[src/rtl/axi_mst_pkg.sv]
// Shared types and constants for the AXI4 burst master.
// Contents: FSM state enum, AXI response codes, INCR burst code, response max helper.
// Optional feature macro used by the top: AXI_MST_4K_CHECK_EN.
package axi_mst_pkg;

  typedef enum logic [2:0] {
    ST_IDLE = 3'd0,
    ST_AW   = 3'd1,
    ST_W    = 3'd2,
    ST_B    = 3'd3,
    ST_AR   = 3'd4,
    ST_R    = 3'd5
  } state_t;

  localparam logic [1:0] OKAY   = 2'b00;
  localparam logic [1:0] EXOKAY = 2'b01;
  localparam logic [1:0] SLVERR = 2'b10;
  localparam logic [1:0] DECERR = 2'b11;

  localparam logic [1:0] BURST_INCR = 2'b01;

  // Worst-of-two response; the codes are ordered by severity numerically.
  function automatic logic [1:0] resp_max(input logic [1:0] a, input logic [1:0] b);
    return (a > b) ? a : b;
  endfunction

endpackage

[src/rtl/axi_mst_beat_cnt.sv]
// Beat counter shared by the write-data and read-data phases.
// Ports:
//   ACLK, ARESETn  clock, asynchronous active-low reset
//   i_clr          clear count to zero (command accepted)
//   i_inc          one beat handshaked
//   i_len          burst length minus one
//   o_last         current beat is the final beat (count == len)
module axi_mst_beat_cnt #(
  parameter int LEN_W = 4
) (
  input  logic             ACLK,
  input  logic             ARESETn,
  input  logic             i_clr,
  input  logic             i_inc,
  input  logic [LEN_W-1:0] i_len,
  output logic             o_last
);

  logic [LEN_W-1:0] r_cnt;

  always_ff @(posedge ACLK or negedge ARESETn) begin
    if (!ARESETn) begin
      r_cnt <= '0;
    end else if (i_clr) begin
      r_cnt <= '0;
    end else if (i_inc) begin
      r_cnt <= r_cnt + 1'b1;
    end
  end

  assign o_last = (r_cnt == i_len);

endmodule

[src/rtl/axi_burst_master.sv]
// Single-outstanding AXI4 master: turns each client command into one INCR
// burst, streams write/read beats straight through, and reports a single
// completion per command (worst response plus a protocol-error flag for
// ID mismatch or misplaced RLAST).
// Ports:
//   ACLK, ARESETn                 clock, asynchronous active-low reset
//   cmd_*                         command stream (write/read, id, addr, len)
//   wd_*                          write-data stream from the client
//   rd_*                          read-data stream to the client
//   rsp_valid/rsp_resp/rsp_err    one-cycle completion pulse
//   AW*/W*/B*/AR*/R*              AXI4 master channels
// Macro AXI_MST_4K_CHECK_EN: commands whose burst would cross a 4 KB
// boundary are accepted but answered locally with SLVERR + rsp_err.
//
// state | meaning
// IDLE  | waiting for a command, cmd_ready high
// AW    | presenting write address
// W     | passing write beats through
// B     | waiting for write response
// AR    | presenting read address
// R     | passing read beats through, accumulating response/errors
module axi_burst_master
  import axi_mst_pkg::*;
#(
  parameter int ID_W   = 8,
  parameter int ADDR_W = 32,
  parameter int DATA_W = 32,
  parameter int LEN_W  = 4
) (
  input  logic                ACLK,
  input  logic                ARESETn,
  input  logic                cmd_valid,
  output logic                cmd_ready,
  input  logic                cmd_write,
  input  logic [ID_W-1:0]     cmd_id,
  input  logic [ADDR_W-1:0]   cmd_addr,
  input  logic [LEN_W-1:0]    cmd_len,
  input  logic                wd_valid,
  output logic                wd_ready,
  input  logic [DATA_W-1:0]   wd_data,
  input  logic [DATA_W/8-1:0] wd_strb,
  output logic                rd_valid,
  input  logic                rd_ready,
  output logic [DATA_W-1:0]   rd_data,
  output logic                rd_last,
  output logic                rsp_valid,
  output logic [1:0]          rsp_resp,
  output logic                rsp_err,
  output logic [ID_W-1:0]     AWID,
  output logic [ADDR_W-1:0]   AWADDR,
  output logic [LEN_W-1:0]    AWLEN,
  output logic [2:0]          AWSIZE,
  output logic [1:0]          AWBURST,
  output logic                AWVALID,
  input  logic                AWREADY,
  output logic [DATA_W-1:0]   WDATA,
  output logic [DATA_W/8-1:0] WSTRB,
  output logic                WLAST,
  output logic                WVALID,
  input  logic                WREADY,
  input  logic [ID_W-1:0]     BID,
  input  logic [1:0]          BRESP,
  input  logic                BVALID,
  output logic                BREADY,
  output logic [ID_W-1:0]     ARID,
  output logic [ADDR_W-1:0]   ARADDR,
  output logic [LEN_W-1:0]    ARLEN,
  output logic [2:0]          ARSIZE,
  output logic [1:0]          ARBURST,
  output logic                ARVALID,
  input  logic                ARREADY,
  input  logic [ID_W-1:0]     RID,
  input  logic [DATA_W-1:0]   RDATA,
  input  logic [1:0]          RRESP,
  input  logic                RLAST,
  input  logic                RVALID,
  output logic                RREADY
);

  localparam logic [2:0] AXSIZE = 3'($clog2(DATA_W / 8));

  state_t            r_state;
  logic [ID_W-1:0]   r_id;
  logic [ADDR_W-1:0] r_addr;
  logic [LEN_W-1:0]  r_len;
  logic              r_awvalid;
  logic              r_arvalid;
  logic              r_bready;
  logic              r_rsp_valid;
  logic [1:0]        r_rsp_resp;
  logic              r_rsp_err;
  logic [1:0]        r_acc_resp;
  logic              r_acc_err;

  logic w_cmd_hs;
  logic w_w_hs;
  logic w_r_hs;
  logic w_last;
  logic w_r_beat_err;

  assign w_cmd_hs = (r_state == ST_IDLE) && cmd_valid;
  assign w_w_hs   = (r_state == ST_W) && wd_valid && WREADY;
  assign w_r_hs   = (r_state == ST_R) && RVALID && rd_ready;

  // A beat is bad if its ID is wrong or RLAST disagrees with our own count.
  assign w_r_beat_err = (RID != r_id) || (RLAST != w_last);

`ifdef AXI_MST_4K_CHECK_EN
  logic [31:0] w_burst_end;
  logic        w_cross_4k;
  assign w_burst_end = 32'(cmd_addr[11:0]) + (32'(cmd_len) + 32'd1) * 32'(DATA_W / 8);
  assign w_cross_4k  = (w_burst_end > 32'd4096);
`endif

  axi_mst_beat_cnt #(
    .LEN_W (LEN_W)
  ) u_beat_cnt (
    .ACLK    (ACLK),
    .ARESETn (ARESETn),
    .i_clr   (w_cmd_hs),
    .i_inc   (w_w_hs || w_r_hs),
    .i_len   (r_len),
    .o_last  (w_last)
  );

  always_ff @(posedge ACLK or negedge ARESETn) begin
    if (!ARESETn) begin
      r_state     <= ST_IDLE;
      r_id        <= '0;
      r_addr      <= '0;
      r_len       <= '0;
      r_awvalid   <= 1'b0;
      r_arvalid   <= 1'b0;
      r_bready    <= 1'b0;
      r_rsp_valid <= 1'b0;
      r_rsp_resp  <= OKAY;
      r_rsp_err   <= 1'b0;
      r_acc_resp  <= OKAY;
      r_acc_err   <= 1'b0;
    end else begin
      r_rsp_valid <= 1'b0;
      case (r_state)
        ST_IDLE: begin
          if (cmd_valid) begin
            r_id       <= cmd_id;
            r_addr     <= cmd_addr;
            r_len      <= cmd_len;
            r_acc_resp <= OKAY;
            r_acc_err  <= 1'b0;
`ifdef AXI_MST_4K_CHECK_EN
            if (w_cross_4k) begin
              // Answered locally; no AXI traffic for this command.
              r_rsp_valid <= 1'b1;
              r_rsp_resp  <= SLVERR;
              r_rsp_err   <= 1'b1;
            end else
`endif
            if (cmd_write) begin
              r_state   <= ST_AW;
              r_awvalid <= 1'b1;
            end else begin
              r_state   <= ST_AR;
              r_arvalid <= 1'b1;
            end
          end
        end
        ST_AW: begin
          if (AWREADY) begin
            r_awvalid <= 1'b0;
            r_state   <= ST_W;
          end
        end
        ST_W: begin
          if (w_w_hs && w_last) begin
            r_bready <= 1'b1;
            r_state  <= ST_B;
          end
        end
        ST_B: begin
          if (BVALID) begin
            r_bready    <= 1'b0;
            r_rsp_valid <= 1'b1;
            r_rsp_resp  <= BRESP;
            r_rsp_err   <= (BID != r_id);
            r_state     <= ST_IDLE;
          end
        end
        ST_AR: begin
          if (ARREADY) begin
            r_arvalid <= 1'b0;
            r_state   <= ST_R;
          end
        end
        ST_R: begin
          if (w_r_hs) begin
            // Completion is driven by our count, not by RLAST.
            if (w_last) begin
              r_rsp_valid <= 1'b1;
              r_rsp_resp  <= resp_max(r_acc_resp, RRESP);
              r_rsp_err   <= r_acc_err || w_r_beat_err;
              r_state     <= ST_IDLE;
            end else begin
              r_acc_resp <= resp_max(r_acc_resp, RRESP);
              r_acc_err  <= r_acc_err || w_r_beat_err;
            end
          end
        end
        default: r_state <= ST_IDLE;
      endcase
    end
  end

  assign cmd_ready = (r_state == ST_IDLE);

  assign AWID    = r_id;
  assign AWADDR  = r_addr;
  assign AWLEN   = r_len;
  assign AWSIZE  = AXSIZE;
  assign AWBURST = BURST_INCR;
  assign AWVALID = r_awvalid;

  assign WVALID   = (r_state == ST_W) && wd_valid;
  assign wd_ready = (r_state == ST_W) && WREADY;
  assign WDATA    = wd_data;
  assign WSTRB    = wd_strb;
  assign WLAST    = (r_state == ST_W) && w_last;
  assign BREADY   = r_bready;

  assign ARID    = r_id;
  assign ARADDR  = r_addr;
  assign ARLEN   = r_len;
  assign ARSIZE  = AXSIZE;
  assign ARBURST = BURST_INCR;
  assign ARVALID = r_arvalid;

  assign rd_valid = (r_state == ST_R) && RVALID;
  assign RREADY   = (r_state == ST_R) && rd_ready;
  assign rd_data  = RDATA;
  assign rd_last  = (r_state == ST_R) && w_last;

  assign rsp_valid = r_rsp_valid;
  assign rsp_resp  = r_rsp_resp;
  assign rsp_err   = r_rsp_err;

endmodule

[config.mk]
export PLATFORM = sky130hd
export DESIGN_NAME = axi_burst_master
export DESIGN_NICKNAME = d
export VERILOG_FILES = /design/src/rtl/axi_mst_pkg.sv /design/src/rtl/axi_mst_beat_cnt.sv /design/src/rtl/axi_burst_master.sv
export SDC_FILE = /design/constraint.sdc
export NUM_CORES = 1
export LEC_CHECK = 0
export BUFFER_PORTS_ARGS = -buffer_cell sky130_fd_sc_hd__buf_2
export CAP_MARGIN = 20
export CELL_PAD_IN_SITES_DETAIL_PLACEMENT = 1
export CELL_PAD_IN_SITES_GLOBAL_PLACEMENT = 1
export CORE_AREA = 4 4 123 125
export CTS_CLUSTER_SIZE = 20
export DETAILED_ROUTE_END_ITERATION = 10
export DIE_AREA = 0 0 127 129
export PLACE_DENSITY_LB_ADDON = 0.1
export SYNTH_ARGS = -nofsm -noshare
export SYNTH_HDL_FRONTEND = slang
export SYNTH_SLANG_ARGS = --single-unit
[constraint.sdc]
create_clock -name ACLK -period 3.4 [get_ports ACLK]
set_clock_uncertainty 0.05 [all_clocks]
set_input_delay 0.34 -clock ACLK [delete_from_list [all_inputs] [get_ports ACLK]]
set_output_delay 0.34 -clock ACLK [all_outputs]
set_load 0.005 [all_outputs]
== Word-level counts from Yosys, hierarchy flattened ==
Index checks and enable logic that the tools add are counted.
Operators by class
  add/subtract/negate cells: 1
  multipliers: 0
  div/mod/pow operators: 0
  magnitude comparators: 1
  equal/unequal tests: 19
  shifts and indexed selects: 0
  mux-type cells: 43
  bitwise operators: 0
  reductions and logical operators: 27
Operators by type and width (number)
  $mux 3: 8
  $pmux 3 s6: 1
  $mux 1: 17
  $ne 2x2->1 const B: 8
  $ne 8x8->1: 2
  $reduce_and 4->1: 4
  $mux 2: 7
  $pmux 1 s2: 6
  $reduce_bool 2->1: 6
  $logic_and 1x1->1: 10
  $mux 4: 2
  $pmux 2 s2: 2
  $reduce_and 7->1: 1
  $eq 3x2->1 const B: 2
  $eq 3x3->1 const B: 2
  $add 4x1->4 const B: 1
  $eq 4x4->1: 1
  $ne 2x1->1 const B: 2
  $eq 3x1->1 const B: 1
  $logic_not 3->1: 1
  $logic_or 1x1->1: 3
  $reduce_and 3->1: 1
  $gt 2x2->1: 1
  $reduce_and 2->1: 1
  $ne 1x1->1: 1
Word-level totals
  bits in registers: 61
  latch bits: 0
  memory bits (writable): 0
  bits in read-only memories: 0
  bits of input ports: 144
  output and inout bits: 180
  logic and storage cells: 104
  memories kept: 0

== Depth between registers and ports, before layout ==
  depth after elaboration: 7
  depth in mapped cells: 8
  depth with buffers taken out: 7

== By module ==
A second synthesis with hierarchy kept.
Unflattened totals
  cell total of the unflattened synthesis: 358
  area total of the unflattened synthesis: 4053.9 sq um
By module, submodules not included
  axi_burst_master: instances 1, cells each 337, area each 3819.9 sq um, sequential area each 1426.4 sq um
  axi_mst_beat_cnt: instances 1, cells each 21, area each 234.0 sq um, sequential area each 100.1 sq um

== Least setup slack after synthesis ==
Ideal clock, no wire load.
  path type: reg2reg
  start point: reg r_state[0]
  end point: reg r_addr[25] (netlist: ARADDR[25])
  library setup time: 0.125 ns
  arrival: 1.534 ns
  required time: 3.225 ns
  slack: 1.691 ns
  stages on the path, launching flop included: 8
  path buffers: 4
  clock period less this slack: 1.709 ns
  path through: dfrtp_1 buf_4 or2_4 nor2b_4 buf_6 buf_6 buf_6 mux2_2
Between the ends
  cells in the longest elaborated chain, start to end: 2
Ends and longest elaborated chain
  start: declaration: line axi_burst_master.sv:82  | state_t r_state;
  start signal: assignment: line axi_burst_master.sv:128  | r_state <= ST_IDLE;
  start signal: assignment: line axi_burst_master.sv:159  | r_state <= ST_AW;
  start signal: assignment: line axi_burst_master.sv:162  | r_state <= ST_AR;
  $logic_not 3->1: line axi_burst_master.sv:142  | case (r_state)
  $reduce_and 2->1 (no source line)
  end signal: assignment: line axi_burst_master.sv:146  | r_addr <= cmd_addr;
  end: declaration: line axi_burst_master.sv:84  | logic [ADDR_W-1:0] r_addr;
Every way passes these cells.
A chain may end at the register's enable or synchronous reset.

== Worst setup path after layout ==
  start point: reg r_state[2]
  end point: out WLAST
Between the ends
  cells in the longest elaborated chain, start to end: 2
Ends and longest elaborated chain
  $eq 3x2->1: line axi_burst_master.sv:226  | assign WLAST = (r_state == ST_W) && w_last;
  $logic_and 1x1->1: line axi_burst_master.sv:226
  end: declaration: line axi_burst_master.sv:58  | output logic WLAST,
Every way passes these cells.

==> results.sh <==
export IMPL_dr_first_iter_drc_count=52
export IMPL_total_leakage_power_nw=2.146
export IMPL_timing_rr_start="r_state[2]$_DFFE_PN0P_"
export IMPL_drv_cap=0
export IMPL_reg2reg_depth=6
export IMPL_cts_sinks=61
export IMPL_outcome="finished, final reports clean"
export IMPL_post_route_drc_count=0
export IMPL_maxSlewViolCount=0
export IMPL_synthXorXnorAreaFrac=0.06434
export IMPL_endpoint_kind="output port"
export IMPL_drt_pass1_iter_count=3
export IMPL_yosysTopAreaCell="dfrtp_1"
export IMPL_fin_tns_setup_ns=0
export IMPL_yosys_area_share_simple=0.07362
export IMPL_cp_data_arrival_time_ns=1.65
export IMPL_drive_above_1_share=0.5962
export IMPL_min_period_over_period=0.6011
export IMPL_avgSynthCellArea_um2=11.14
export IMPL_die_x_um=127
export IMPL_ff2ff_setup_slack_ns=1.49
export IMPL_grt_pass1_vias=2743
export IMPL_synth_compound_area_share=0.04802
export IMPL_crit_chain="or3b_4 > nor2_1 > buf_2"
export IMPL_synthTopCellsByArea="dfrtp_1, buf_4, mux2_2"
export IMPL_synthCells=351
export IMPL_cp_num_cells=3
export IMPL_port_buffers=177
export IMPL_overflow=0
export IMPL_areaGrowthSynthToFinish_pct=12.23
export IMPL_cts_htree_levels=3
export IMPL_cts_tree="done"
export IMPL_drt_wl_total_mm=9.854
export IMPL_critPathKind="reg2out"
export IMPL_antenna_left=0
export IMPL_timing_fmax_mhz=489.3
export IMPL_synth_flop_cell="dfrtp_1"
export IMPL_pin_count=324
export IMPL_vias_per_cell=4.281
export IMPL_timing_hold_ws_ns=0.04870
export IMPL_cts_setup_buffers=0
export IMPL_clk_pin_slew_worst_paths_ns=0.05
export IMPL_clock_latency_ns=0.33
export IMPL_relSlewSlack=0.4562
export IMPL_setup_worst_path_end="WLAST"
export IMPL_yosys_area_share_adder=0.01280
export IMPL_synth_edf_count=0
export IMPL_cts_repair_resized=0
export IMPL_design_core_area_um2=13880
export IMPL_async_reset_ff_frac=1.000
export IMPL_finalHoldViolCount=0
export IMPL_cp_start_kind="flip-flop"
export IMPL_crit_buf_inv=1
export IMPL_ys_ff_latch=61
export IMPL_grt_max_degree=51
export IMPL_cp_slowest_stage_delay_ns=0.53
export IMPL_muxShareOfSynthArea=0.1450
export IMPL_hp_class="in2async"
export IMPL_dieArea_um2=16380
export IMPL_crit_fanout=13
export IMPL_worstMarginPinSlew_ns=0.8157
export IMPL_holdBufCountCts=0
export IMPL_via_count=2573
export IMPL_rsz0062_at_grt="false"
export IMPL_total_power_mw=4.177
export IMPL_worstSetupStartpoint="r_state[2]$_DFFE_PN0P_"
export IMPL_cts_buffers=9
export IMPL_fin_nets=565
export IMPL_period_minus_slack_ns=2.044
export IMPL_r2r_end="r_acc_resp[0]$_DFFE_PN0P_"
export IMPL_antenna_found_initial=0
export IMPL_die_y_um=129
export IMPL_critPathRequiredTime_ns=3.01
export IMPL_dp_hpwl_mm=7.637
export IMPL_grt_pass1_wl_mm=14.90
export IMPL_cellPowerDensity_nw_per_um2=952.2
export IMPL_finalSetupViolCount=0
export IMPL_rows=43
export IMPL_cts_root_buf="clkbuf_16"
export IMPL_worst_path_max_delay_cell="dfrtp_1"
export IMPL_antenna_cells=0
export IMPL_synth_top_family_by_area="buffers and inverters"
export IMPL_yosys_area_top_type_share=0.3905
export IMPL_routabilityCongestion=0.7271
export IMPL_ir_drop_uv=321.9
export IMPL_start_util=0.2816
export IMPL_synth_area_um2=3909
export IMPL_yosysUniqueCellTypes=44
export IMPL_crit_family="simple AND/OR/NAND/NOR gates"
export IMPL_clock_path_buffers=2
export IMPL_routedWlPerCell_um=16.40
export IMPL_ys_seq_area_frac=0.3905
export IMPL_track_usage=0.1191
export IMPL_yosys_warnings=0
[logic make-up after synthesis]
family,Yosys count
fa+ha+maj,4
flops,61
buf+inv,138
other cells,2
xor+xnor,24
simple gates,47
mux,50
compound gates,25
[worst min-delay path by stage]
stage	depth (start not counted)	endpoint	slack [ns]
after floorplan	0	ARADDR[0]$_DFFE_PN0P_	-0.006
after global placement	2	r_acc_err$_DFFE_PN0P_	0.43
after detailed placement	2	r_acc_err$_DFFE_PN0P_	0.43
after CTS	1	ARADDR[15]$_DFFE_PN0P_	0.07
after global routing	1	ARADDR[16]$_DFFE_PN0P_	0.13
final	1	ARADDR[15]$_DFFE_PN0P_	0.05
[cells in the mapped netlist, drive strengths merged (2+ instances only)]
master,number
dfrtp,61
nand2,10
nor3b,2
a21oi,4
o21ai,8
inv,5
mux2i,3
conb,2
ha,4
xnor2,21
nand3,4
xor2,3
o22ai,3
nor2,9
o31ai,4
buf,133
nor2b,5
mux2,47
nor3,2
and2,4
nand4,5
[stage by stage]
step                      cells  area (um^2)  utilization  setup slack, ns
after CTS                   601         4387       0.3160            1.334
after detailed placement    586         4073       0.2934            1.469
after floorplan             359         3939            -            1.691
after global routing        601         4387       0.3160            1.246
final                       601         4387       0.3160            1.356
after global placement      586         4073       0.2934            1.477
[power by group]
part	internal (mW)	switching [mW]
sequential	1.08	0.366
clock	0.653	0.331
combinational	0.992	0.755
total	2.73	1.45
[routing by layer]
| layer | global-route usage | share of wire | vias up |
|---|---|---|---|
| li1 | - | - | 1175 |
| met1 | 0.1367 | 0.39 | 1231 |
| met4 | 0.07256 | 0.033 | 0 |
| met3 | 0.04981 | 0.11 | 35 |
| met2 | 0.1852 | 0.47 | 132 |
| met5 | 0 | 0 | - |
[layout make-up]
class | count | area [um^2]
tap | 180 | 225.2
clock inverter | 5 | 75.07
inverter | 5 | 18.77
multi-input combinational | 160 | 1381
fill | 1599 | 9494
clock buffer | 10 | 239.0
sequential | 61 | 1526
timing repair buffer | 180 | 920.9
[sequential cells by signal, summed over array words and instances, names as in the netlist]
name              cells
ARLEN                 4
rsp_resp              2
u_beat_cnt.r_cnt      4
ARADDR               32
BREADY                1
ARVALID               1
r_state               3
ARID                  8
r_acc_err             1
rsp_valid             1
AWVALID               1
rsp_err               1
r_acc_resp            2
[cell usage in the layout (no fill, tap or decap), types with 2 or more instances in the layout]
cell type  instances
bufinv_16          2
o21ai_1            2
buf_4              2
clkbuf_16          9
nand2_1           10
xnor2_1           17
o22ai_1            2
inv_1              5
buf_2            177
xor2_1             3
and2_1             4
a21oi_1            4
nor2b_1            4
xnor2_2            3
o31ai_1            3
mux2_4             2
nor2_1             9
mux2_1             2
nand3_1            4
dfrtp_1           61
conb_1            10
nor3b_1            2
mux2_2            43
nand4_1            4
o21ai_0            6
nor3_1             2
clkinv_2           3
mux2i_1            3
ha_1               4
No activity file was read; power rests on OpenSTA's default activity.
